==> src/rtl/mmio_uart_tx.sv <==
// mmio_uart_tx: memory-mapped 8N1 UART transmitter with a TX FIFO and a status register
// Ports: clk, resetn (async, active-low);
//        d_addr/dw_data/dw_size/rd_en: core data-memory port (store size 00 = no store);
//        d_data/sel_q: load data and read-mux select, one cycle after the load;
//        tx: serial line, idle high.
// Define MMIO_UART_TX_PARITY_EN to insert an even-parity bit between data and stop.
module mmio_uart_tx #(
    parameter logic [13:0] BASE       = 14'h3FF0,
    parameter int          CLK_DIV    = 16,
    parameter int          FIFO_DEPTH = 8
) (
    input  logic        clk,
    input  logic        resetn,
    input  logic [13:0] d_addr,
    input  logic [31:0] dw_data,
    input  logic [1:0]  dw_size,
    input  logic        rd_en,
    output logic [31:0] d_data,
    output logic        sel_q,
    output logic        tx
);
    localparam int          AW     = $clog2(FIFO_DEPTH);
    localparam logic [15:0] DIV_M1 = 16'(CLK_DIV - 1);
    typedef enum logic [2:0] {
        IDLE,
        START,
        DATA,
`ifdef MMIO_UART_TX_PARITY_EN
        PARITY,
`endif
        STOP
    } state_t;
`ifdef MMIO_UART_TX_PARITY_EN
    localparam state_t AFTER_DATA = PARITY;
    localparam logic   PAR_FLAG   = 1'b1;
`else
    localparam state_t AFTER_DATA = STOP;
    localparam logic   PAR_FLAG   = 1'b0;
`endif
    state_t        state, state_n;
    logic [7:0]    mem [FIFO_DEPTH];
    logic [AW-1:0] wr_ptr, rd_ptr;
    logic [AW:0]   count;
    logic [15:0]   baud;
    logic [2:0]    bitcnt, bitcnt_n;
    logic [7:0]    shift, shift_n;
    logic          hit, store, push_req, push, pop, full, empty, clr, ovf;
    logic          baud_done, reload, tx_n;
    logic [31:0]   status;
    logic          unused_bits;
`ifdef MMIO_UART_TX_PARITY_EN
    logic          par;
`endif

    assign hit       = d_addr[13:4] == BASE[13:4];
    assign store     = hit && dw_size != 2'b00;
    assign push_req  = store && d_addr[3:2] == 2'd0;
    assign clr       = store && d_addr[3:2] == 2'd1 && dw_data[3];
    // full/empty come from the pre-edge count, so a same-cycle pop never frees room for a push
    assign full      = count == (AW+1)'(FIFO_DEPTH);
    assign empty     = count == '0;
    assign push      = push_req && !full;
    assign baud_done = baud == '0;
    assign status    = {16'd0, 8'(count), 3'd0, PAR_FLAG, ovf, state != IDLE, empty, full};
    assign unused_bits = ^{dw_data[31:8], d_addr[1:0]};

    always_ff @(posedge clk or negedge resetn) begin
        if (!resetn) state <= IDLE;
        else         state <= state_n;
    end

    always_comb begin
        state_n  = state;
        pop      = 1'b0;
        shift_n  = shift;
        bitcnt_n = bitcnt;
        case (state)
            IDLE:  if (!empty) begin
                       pop     = 1'b1;
                       state_n = START;
                   end
            START: if (baud_done) begin
                       state_n  = DATA;
                       bitcnt_n = 3'd0;
                   end
            DATA:  if (baud_done) begin
                       state_n  = bitcnt == 3'd7 ? AFTER_DATA : DATA;
                       bitcnt_n = bitcnt + 3'd1;
                       shift_n  = bitcnt == 3'd7 ? shift : shift >> 1;
                   end
`ifdef MMIO_UART_TX_PARITY_EN
            PARITY: if (baud_done) state_n = STOP;
`endif
            STOP:  if (baud_done) begin
                       pop     = !empty;
                       state_n = empty ? IDLE : START;
                   end
            default: state_n = IDLE;
        endcase
        if (pop) shift_n = mem[rd_ptr];
        // every bit period starts a fresh countdown; the counter rests at 0 in IDLE
        reload = pop || (baud_done && state_n != IDLE);
        // tx is registered from the next state so the line changes exactly on the edge
        tx_n = state_n == START ? 1'b0 : state_n == DATA ? shift_n[0] : 1'b1;
`ifdef MMIO_UART_TX_PARITY_EN
        if (state_n == PARITY) tx_n = par;
`endif
    end

    always_ff @(posedge clk) begin
        if (push) mem[wr_ptr] <= dw_data[7:0];
    end

    always_ff @(posedge clk or negedge resetn) begin
        if (!resetn) begin
            wr_ptr <= '0;
            rd_ptr <= '0;
            count  <= '0;
            baud   <= '0;
            bitcnt <= '0;
            shift  <= '0;
            ovf    <= 1'b0;
            tx     <= 1'b1;
            sel_q  <= 1'b0;
            d_data <= '0;
`ifdef MMIO_UART_TX_PARITY_EN
            par    <= 1'b0;
`endif
        end else begin
            wr_ptr <= wr_ptr + AW'(push);
            rd_ptr <= rd_ptr + AW'(pop);
            count  <= count + (AW+1)'(push) - (AW+1)'(pop);
            baud   <= reload ? DIV_M1 : baud_done ? baud : baud - 16'd1;
            bitcnt <= bitcnt_n;
            shift  <= shift_n;
            ovf    <= (push_req && full) || (ovf && !clr);
            tx     <= tx_n;
            sel_q  <= rd_en && hit;
            if (rd_en && hit) d_data <= d_addr[3:2] == 2'd1 ? status : 32'd0;
`ifdef MMIO_UART_TX_PARITY_EN
            if (pop) par <= ^mem[rd_ptr];
`endif
        end
    end
endmodule

==> config.mk <==
export PLATFORM = sky130hd
export DESIGN_NAME = mmio_uart_tx
export DESIGN_NICKNAME = d
export VERILOG_FILES = /design/src/rtl/mmio_uart_tx.sv
export SDC_FILE = /design/constraint.sdc
export NUM_CORES = 1
export LEC_CHECK = 0
export ABC_AREA = 1
export BUFFER_PORTS_ARGS = -buffer_cell sky130_fd_sc_hd__buf_2
export CAP_MARGIN = 20
export CORE_UTILIZATION = 60
export DETAILED_ROUTE_END_ITERATION = 10
export GPL_ROUTABILITY_DRIVEN = 0
export PLACE_DENSITY = 0.84
export SLEW_MARGIN = 15
export SYNTH_ARGS = -nofsm -noshare
export SYNTH_HDL_FRONTEND = slang
export SYNTH_SLANG_ARGS = --single-unit
==> constraint.sdc <==
create_clock -name clk -period 3.5 [get_ports clk]
set_clock_uncertainty 0.1 [all_clocks]
set_input_delay 1.05 -clock clk [delete_from_list [all_inputs] [get_ports clk]]
set_output_delay 1.05 -clock clk [all_outputs]
set_load 0.02 [all_outputs]
Word-level counts from Yosys, hierarchy flattened:

Memories as Yosys holds them, arrays and structs flattened.
Cells that the tools add are included.

* add/sub/neg operators: 6
* equal/unequal tests: 13
* muxes and demuxes: 24
* reductions and logical operators: 26

Operators with widths (number)
* two-way mux 16 bit: 2
* two-way mux 8 bit: 4
* two-way mux 3 bit: 6
* logical NOT 16 bit: 1
* subtractor 16 x 1 -> 16 bit (second input constant): 1
* two-way mux 12 bit: 1
* case mux 3 bit (4 select lines): 1
* equality test 10 bit (second input constant): 1
* equality test 3 x 2 -> 1 bit (second input constant): 3
* logical AND 1 bit: 9
* two-way mux 1 bit: 8
* nonzero test 2 bit: 4
* adder 3 x 1 -> 3 bit: 2
* equality test 3 x 1 -> 1 bit (second input constant): 2
* inequality test 2 bit (second input constant): 3
* case mux 3 bit (2 select lines): 1
* AND reduction 3 bit: 2
* nonzero test 3 bit: 2
* adder 4 x 1 -> 4 bit: 1
* equality test 4 bit (second input constant): 1
* logical NOT 4 bit: 1
* subtractor 4 x 1 -> 4 bit: 1
* adder 3 x 1 -> 3 bit (second input constant): 1
* equality test 3 bit (second input constant): 1
* other kinds (7): 10

* bits in registers: 75
* memory bits (writable): 64
* output and inout bits: 34
* memories: 1

Memory list
* mem: depth 8, width 8, read ports 1, clocked after Yosys merged registers in 0, write ports 1, line 41 `logic [7:0] mem [FIFO_DEPTH];`

Longest topological paths before layout:

Gate-level depths: netlist (run 1).

* word-level depth: 8
* mapped depth: 16
* gate-level depth less buffers: 15

Least setup slack after synthesis (run 1):

No wires, ideal clock.

* path type: input port to flip-flop
* start point: input port d_addr[12]
* end point: register count[2]
* setup time: 123 ps
* arrival: 2517 ps
* required time: 3277 ps
* path slack: 760 ps
* cell stages on the path: 10
* cells stage by stage: nand4_1 nor3_1 o21ai_0 nor2_1 nand2_1 nand2_1 nand2_1 ha_1 fa_1 xor2_1

* word-level cells in the longest chain between the ends: 6

RTL lines
* start: declaration: line 14 `input logic [13:0] d_addr,`
* equality test 10 bit: line 55 `assign hit = d_addr[13:4] == BASE[13:4];`
* logical AND 1 bit: line 56 `assign store = hit && dw_size != 2'b00;`
* logical AND 1 bit: line 57 `assign push_req = store && d_addr[3:2] == 2'd0;`
* logical AND 1 bit: line 62 `assign push = push_req && !full;`
* adder 4 x 1 -> 4 bit: line 132 `count <= count + (AW+1)'(push) - (AW+1)'(pop);`
* subtractor 4 x 1 -> 4 bit: line 132
* end signal: assignment: line 132
* end: declaration: line 43 `logic [AW:0] count;`

No other way between the ends.
A chain may end at the register's enable or synchronous reset.

Final worst setup path (run 1):

Ends and elaborated chain as after synthesis.

==> metrics, run 1 <==
IO buf count=34; CTS Buf Count=17; HP Start=baud[15]$_DFFE_PN0P_; CP Class=in -> reg; commonest non-fill, non-tap cell in the layout=nor2_1; TNS Setup=0 ps; multi-input logic area=approximately 0.0017 sq mm; Final Instance Area=around 0.0061 sq mm; clk_lat worst skew=530 ps; Via-to-Cell Ratio=approximately 5.6; Initial Util=0.631; FF+latch area=0.00320 sq mm; placed insts=about 650; Finished Layout Cells=between 600 and 700; Die Wd=about 96 um; CTS max path bufs=2; Leakage=2.68 nW; Fin Hold WS=between 300 and 400 ps; worst slew pin tran=slightly above 900 ps; area of placed instances=0.00548 sq mm; DRC Markers=0; post-CTS resize count=0; crit end category=flip-flop; first-pass GRT wire length=~18000 um; synthesis-stage register bit count=115; post-synth cell types=just over 40; CTS tree=done; # clock sinks=115; MaxCap Viol Count=0; Period Utilization, post-route=0.761; clock-pin transition on the worst setup and hold timing paths=roughly 60 ps; CTS root buffer=clkbuf_8; Hold Buf Count CTS=0; # setup viols final=0; Rel. slew slack=0.380; GRT Util Overall=0.278; 1st-iter DRT viols=350; worst r2r src=baud[0]$_DFFE_PN0P_; Mapped Area=around 0.0053 sq mm; H-Tree Depth=4; # rows=33; Layout Area Growth over Synthesis=15.4%; layout net count=625; status=finished, final reports clean; drt total wl=about 11000 um; R2R depth=12; top cells by area, synth=edfxtp_1 (37%), dfrtp_1 (24%), nor2_1 (6.1%); reg2reg end=count[1]$_DFF_PN0_; Critical Path Source Type=primary input; HP Class=reg -> reg; f_max=376 MHz; worst-path maximum fanout=3; Crit path arrival time=roughly 3000 ps; most frequent cells in the layout=nor2_1 (86), nand2_1 (74), edfxtp_1 (64), o21ai_0 (54), dfrtp_1 (50); GRT Residual Overflow=0; drt first pass iters=5; Synth area leader=edfxtp_1; post-layout min period=about 2700 ps; Crit. Startpoint=d_addr[12]; Fillers=slightly above 500; Pins Over Slew Limit=0; die height=95.6 um; vias in the first global route=approximately 3700; Avg Inst Size Synth=roughly 10 sq um; unrepaired setup endpoints after global routing=false; die area=roughly 0.0091 sq mm; I/O Pins=85; Yosys top cell area share=0.365; routed vias=3811; setup bufs post-CTS=0; hold depth=1; DR WL/cell=~17 um; layout cells sized above 1=0.170; reg-to-reg slack, setup=between 800 and 900 ps; core footprint=roughly 0.0083 sq mm; Synth Instances=just over 500; number of diodes=0; critical path required time=between 3000 and 4000 ps; Worst Hold Path EP=baud[15]$_DFFE_PN0P_; Pwr Density=755 mW/mm^2; Syn. warnings=0; largest net degree at the start of global routing=52; Seq/Total Area, Yosys=0.608; VDD IR-drop max=0.664 mV; hpwl dp=roughly 6600 um; initial antenna violation count=0; post-route ant nets=0; Final Hold Viols=0
## report_power, final
group | switching [mW] | leakage (nW) | internal [mW] | total (mW)
combinational | 0.784 | 1.17 | 0.371 | 1.16
sequential | 0.137 | 1.23 | 1.58 | 1.72
clock | 0.676 | 0.279 | 1.03 | 1.71
## per-layer routing
layer,up-vias,part of all wire,global-route usage
met5,-,0,0
met4,0,0.015,0.103
met3,19,0.063,0.0789
met2,150,0.52,0.460
met1,1861,0.40,0.348
li1,1781,-,-
## registers in the layout (all words and copies together) (netlist names)
name,count
mem,64
baud,16
d_data,8
shift,8
count,4
bitcnt,3
rd_ptr,3
state,3
wr_ptr,3
ovf,1
sel_q,1
tx,1
## per-stage QoR
stage | worst slack (ps) | util | total power, mW
floorplan | 760 | - | 2.59
global placement | 525 | 0.657 | 2.76
detailed placement | 414 | 0.657 | 2.83
CTS | 869 | 0.728 | 4.55
global route | 678 | 0.728 | 4.80
finish | 837 | 0.728 | 4.58
## worst max-delay path by stage
stage	end	slack, ps	cells after the start
floorplan	count[2]$_DFF_PN0_	760	10
global placement	count[2]$_DFF_PN0_	520	11
detailed placement	count[2]$_DFF_PN0_	410	11
CTS	count[2]$_DFF_PN0_	870	11
global route	count[2]$_DFF_PN0_	680	11
finish	count[2]$_DFF_PN0_	840	11
## critical path, stage by stage
cell and delay (ps):
buf_2 80, nand4_1 110, nor3_1 280, o21ai_0 200, nor2_1 180, nand2_1 90, nand2_1 150, nand2_1 90
ha_1 210, fa_1 390, xor2_1 160
## layout make-up
type | instances | area share
Sequential cell | 115 | 0.527
Multi-Input combinational cell | 342 | 0.288
Clock buffer | 17 | 0.0682
Timing Repair Buffer | 44 | 0.0404
Clock inverter | 15 | 0.0285
Inverter | 42 | 0.0264
Tap cell | 105 | 0.0216
## Yosys cell counts, drive strengths merged
library cell,count
or2,1
edfxtp,64
nand3,17
o22ai,8
xor2,3
a21oi,17
dfrtp,50
fa,1
o21a,2
nor3,6
dfstp,1
and3,1
nand2,79
conb,1
buf,28
o31ai,1
a22oi,2
ha,11
xnor2,3
o21ai,65
clkbuf,9
nand3b,1
a31oi,1
a22o,2
inv,42
nand4,5
nor2,91
## cell families (layout without fill, tap and decap cells)
group / after synthesis / after routing / synth area share
buffers and inverters: 79 / 118 / 0.0771
AOI/OAI and AO/OA: 98 / 98 / 0.101
and+or+nand+nor: 201 / 201 / 0.173
adders and majority gates: 12 / 12 / 0.0300
other: 1 / 25 / 0.000713
xor gates and xnor gates: 6 / 6 / 0.00999
DFF: 115 / 115 / 0.608
(Power assumes the default switching activity.)
==> run 2: changes to the inputs <==
ABC_AREA = 0   (was 1)
CORE_UTILIZATION = 51   (was 60)
PLACE_DENSITY = 0.76   (was 0.84)
clock period = 2.2 ns   (was 3.5 ns; I/O delays follow)
==> run 2 against run 1 <==
Effect of this change: sequential power grew 59%; the flow now finishes with violations (negative setup slack); utilization is essentially flat; sequential share of layout area down 7.7 points; flip-flop and latch count did not move; power increased by 59%; register-to-register slack got worse by 1500 ps; critical endpoint is now tx$_DFF_PN1_.
==> metrics, run 2 <==
status=complete, but fails checks (was finished, final reports clean); failing checks=negative setup slack; top sig layer=met4 (unchanged); DRC Markers=0 (unchanged); initial antenna violation count=0 (unchanged); Final Instance Area=0.00711 sq mm (was 0.00607 sq mm); H-Tree Depth=4 (unchanged); drt first pass iters=4 (was 5); GRT Residual Overflow=0 (unchanged); worst-path maximum fanout=2 (was 3); synthesis-stage register bit count=115 (unchanged); routed vias=3560 (was 3811); Final Hold Viols=0 (unchanged); top cells by count, synth=edfxtp_1 (64), dfrtp_1 (50), nand2_1 (41) (was nor2_1 (86), nand2_1 (74), edfxtp_1 (64)); post-layout min period=around 2800 ps; most frequent cells in the layout=buf_4 (65), edfxtp_1 (64), dfrtp_1 (50), nand2_1 (36), buf_2 (34) (was nor2_1 (86), nand2_1 (74), edfxtp_1 (64), o21ai_0 (54), dfrtp_1 (50)); number of diodes=0 (unchanged); Synth area leader=edfxtp_1 (unchanged); Pwr Density=1020 mW/mm^2 (was 755 mW/mm^2); die height=103 um (was 95.6 um); Top reg by flops=mem (unchanged); post-route ant nets=0 (unchanged); Avg Inst Size Synth=13.5 sq um (was 10.3 sq um); Via-to-Cell Ratio=5.42 (was 5.60); 1st-iter DRT viols=196 (was 350); CTS tree=done (unchanged); IO buf count=34 (unchanged); Seq/Total Area, Yosys=0.620 (was 0.608); # rows=36 (was 33); Int Pwr=5.08 mW (was 2.98 mW); # clock sinks=115 (unchanged); hpwl dp=7360 um (was 6610 um); die area=0.0105 sq mm (was 0.00915 sq mm); I/O Pins=85 (unchanged); Syn. warnings=0 (unchanged); layout cells sized above 1=0.435 (was 0.170); drt total wl=12000 um (was 11300 um); biggest regs=mem: 64 flops, baud: 16 flops (unchanged); unrepaired setup endpoints after global routing=true (was false); Critical Path Source Type=flip-flop (was primary input); Metal-1 WL=4670 um (was 4560 um); CP Class=reg -> reg (was in -> reg); worst slew pin tran=808 ps (was 929 ps); clk_lat worst skew=520 ps (was 530 ps); post-synth cell types=53 (was 41); Primary FF master, synth=edfxtp_1 (unchanged); Synth Instances=383 (was 512); area of placed instances=0.00612 sq mm (was 0.00548 sq mm); WL met2=6690 um (was 5850 um); clock-pin transition on the worst setup and hold timing paths=60 ps (about the same); vias in the first global route=3742 (was 3739); Largest register FFs=64 (unchanged); Layout Area Growth over Synthesis=37.7% (was 15.4%); Mapped Area=0.00516 sq mm (was 0.00526 sq mm); Switching Power=2.19 mW (was 1.60 mW); combinational share of power=0.270 (was 0.252); most common cell in the synthesized netlist=edfxtp_1 (was nor2_1); first-pass GRT wire length=18600 um (was 18300 um); Leakage=2.94 nW (was 2.68 nW); Die Wd=103 um (was 95.6 um); commonest non-fill, non-tap cell in the layout=buf_4 (was nor2_1); CTS max path bufs=2 (unchanged); crit end category=flip-flop (unchanged); DR WL/cell=18.3 um (was 16.6 um); top cells by area, synth=edfxtp_1 (37%), dfrtp_1 (24%), mux4_2 (7.0%) (was edfxtp_1 (37%), dfrtp_1 (24%), nor2_1 (6.1%)); Crit path arrival time=3100 ps (was 2980 ps); metal3 WL=378 um (was 714 um); critical path required time=2540 ps (was 3810 ps); fin worst setup slack=-568 ps (was 837 ps); GRT Util Overall=0.249 (was 0.278); core footprint=0.00977 sq mm (was 0.00834 sq mm); HP Class=in -> reg (was reg -> reg); Tot Pwr=7.28 mW (was 4.58 mW); VDD IR-drop max=0.896 mV (was 0.664 mV); f_max=approximately 360 MHz; CTS Buf Count=17 (unchanged); layout net count=574 (was 625); Sw Ratio=0.302 (was 0.349); Yosys top cell area share=0.372 (was 0.365); Clock Power Share=0.355 (was 0.373); Initial Util=0.528 (was 0.631); CTS root buffer=clkbuf_8 (unchanged); # setup viols final=42 (was 0); Period Utilization, post-route=1.26; MaxCap Viol Count=0 (unchanged); largest net degree at the start of global routing=22 (was 52); Rel. slew slack=0.461 (was 0.380); Pins Over Slew Limit=0 (unchanged); Post-synth EDFFs=64 (unchanged); ys async rst share=0.443 (unchanged); Flop pwr share=0.375 (about the same)
-- run 2: power by group through the flow --
| stage | registers [mW] | logic, mW | clock network [mW] |
|---|---|---|---|
| after floorplan | 2.66 | 1.19 | 0 |
| after detailed placement | 2.76 | 1.71 | 0 |
| after CTS | 2.72 | 1.84 | 2.61 |
| after global placement | 2.75 | 1.63 | 0 |
| after global routing | 2.76 | 2.11 | 2.71 |
| final | 2.73 | 1.96 | 2.59 |
-- run 2: stage by stage --
stage / setup WS (ps) / TNS [ps] / util / hold WS (ps) / cells
after detailed placement: -671 / -27590 / 0.626 / 354 / 605
after global placement: -551 / -22460 / 0.626 / 345 / 605
final: -568 / -12320 / 0.727 / 309 / 657
after global routing: -649 / -15650 / 0.727 / 291 / 657
after floorplan: -726 / -6860 / - / 264 / 407
after CTS: -566 / -11970 / 0.707 / 269 / 648
-- run 2: cell families (layout without fill, tap and decap cells) --
family | count (synthesis) | after routing | synth area share
adders and majority gates | 12 | 12 | 0.0305
muxes | 27 | 27 | 0.0919
AOI/OAI and AO/OA | 48 | 48 | 0.0645
and+or+nand+nor | 119 | 119 | 0.114
other | 1 | 25 | 0.000727
xor gates and xnor gates | 16 | 16 | 0.0272
DFF | 115 | 115 | 0.620
buffers and inverters | 45 | 162 | 0.0512
-- run 2: per-layer routing --
layer  global-route usage  vias to the layer above
li1                     -                     1629
met1                0.261                     1816
met2                0.466                       88
met3               0.0603                       27
met4                0.122                        0
met5                    0                        -
-- run 2: worst paths after layout --
kind / start / end / slack, ps / depth (start not counted)
max: baud[9]$_DFFE_PN0P_ / tx$_DFF_PN1_ / -570 / 8
min: dw_data[0] / mem[1][0]$_DFFE_PP_ / 310 / 1
max reg2reg: baud[9]$_DFFE_PN0P_ / tx$_DFF_PN1_ / -570 / 8
min reg2reg: d_data[0]$_DFFE_PN0P_ / d_data[0]$_DFFE_PN0P_ / 370 / 2
max in group asynchronous: resetn / shift[1]$_DFFE_PN0P_ / 840 / 3
min in group asynchronous: resetn / d_data[1]$_DFFE_PN0P_ / 550 / 2
-- run 2: worst max-delay path: stages (launching register included) --
cell and delay (ps):
dfrtp_1 370, or4_4 550, buf_4 150, buf_6 110, or4_4 430, or4_4 510
a21oi_4 150, xor2_1 200, o21ai_2 100
-- run 2: cell type report --
type                    instances  area, sq um
clock inverters                15          148
multi-input cells             247         2130
well taps                     133          166
repair buffers                122         1010
fillers                       604         2670
clock buffers                  17          414
inverters                       8         37.5
flip-flops and latches        115         3200
-- run 2: repair_timing --
action	CTS	global route
endpoints found under the hold margin	18	0
cloned	1	0
hold buffers	1	0
buffers inserted	9	12
gates resized for setup	39	29
pin swaps	17	11
endpoints found under the setup margin	75	103
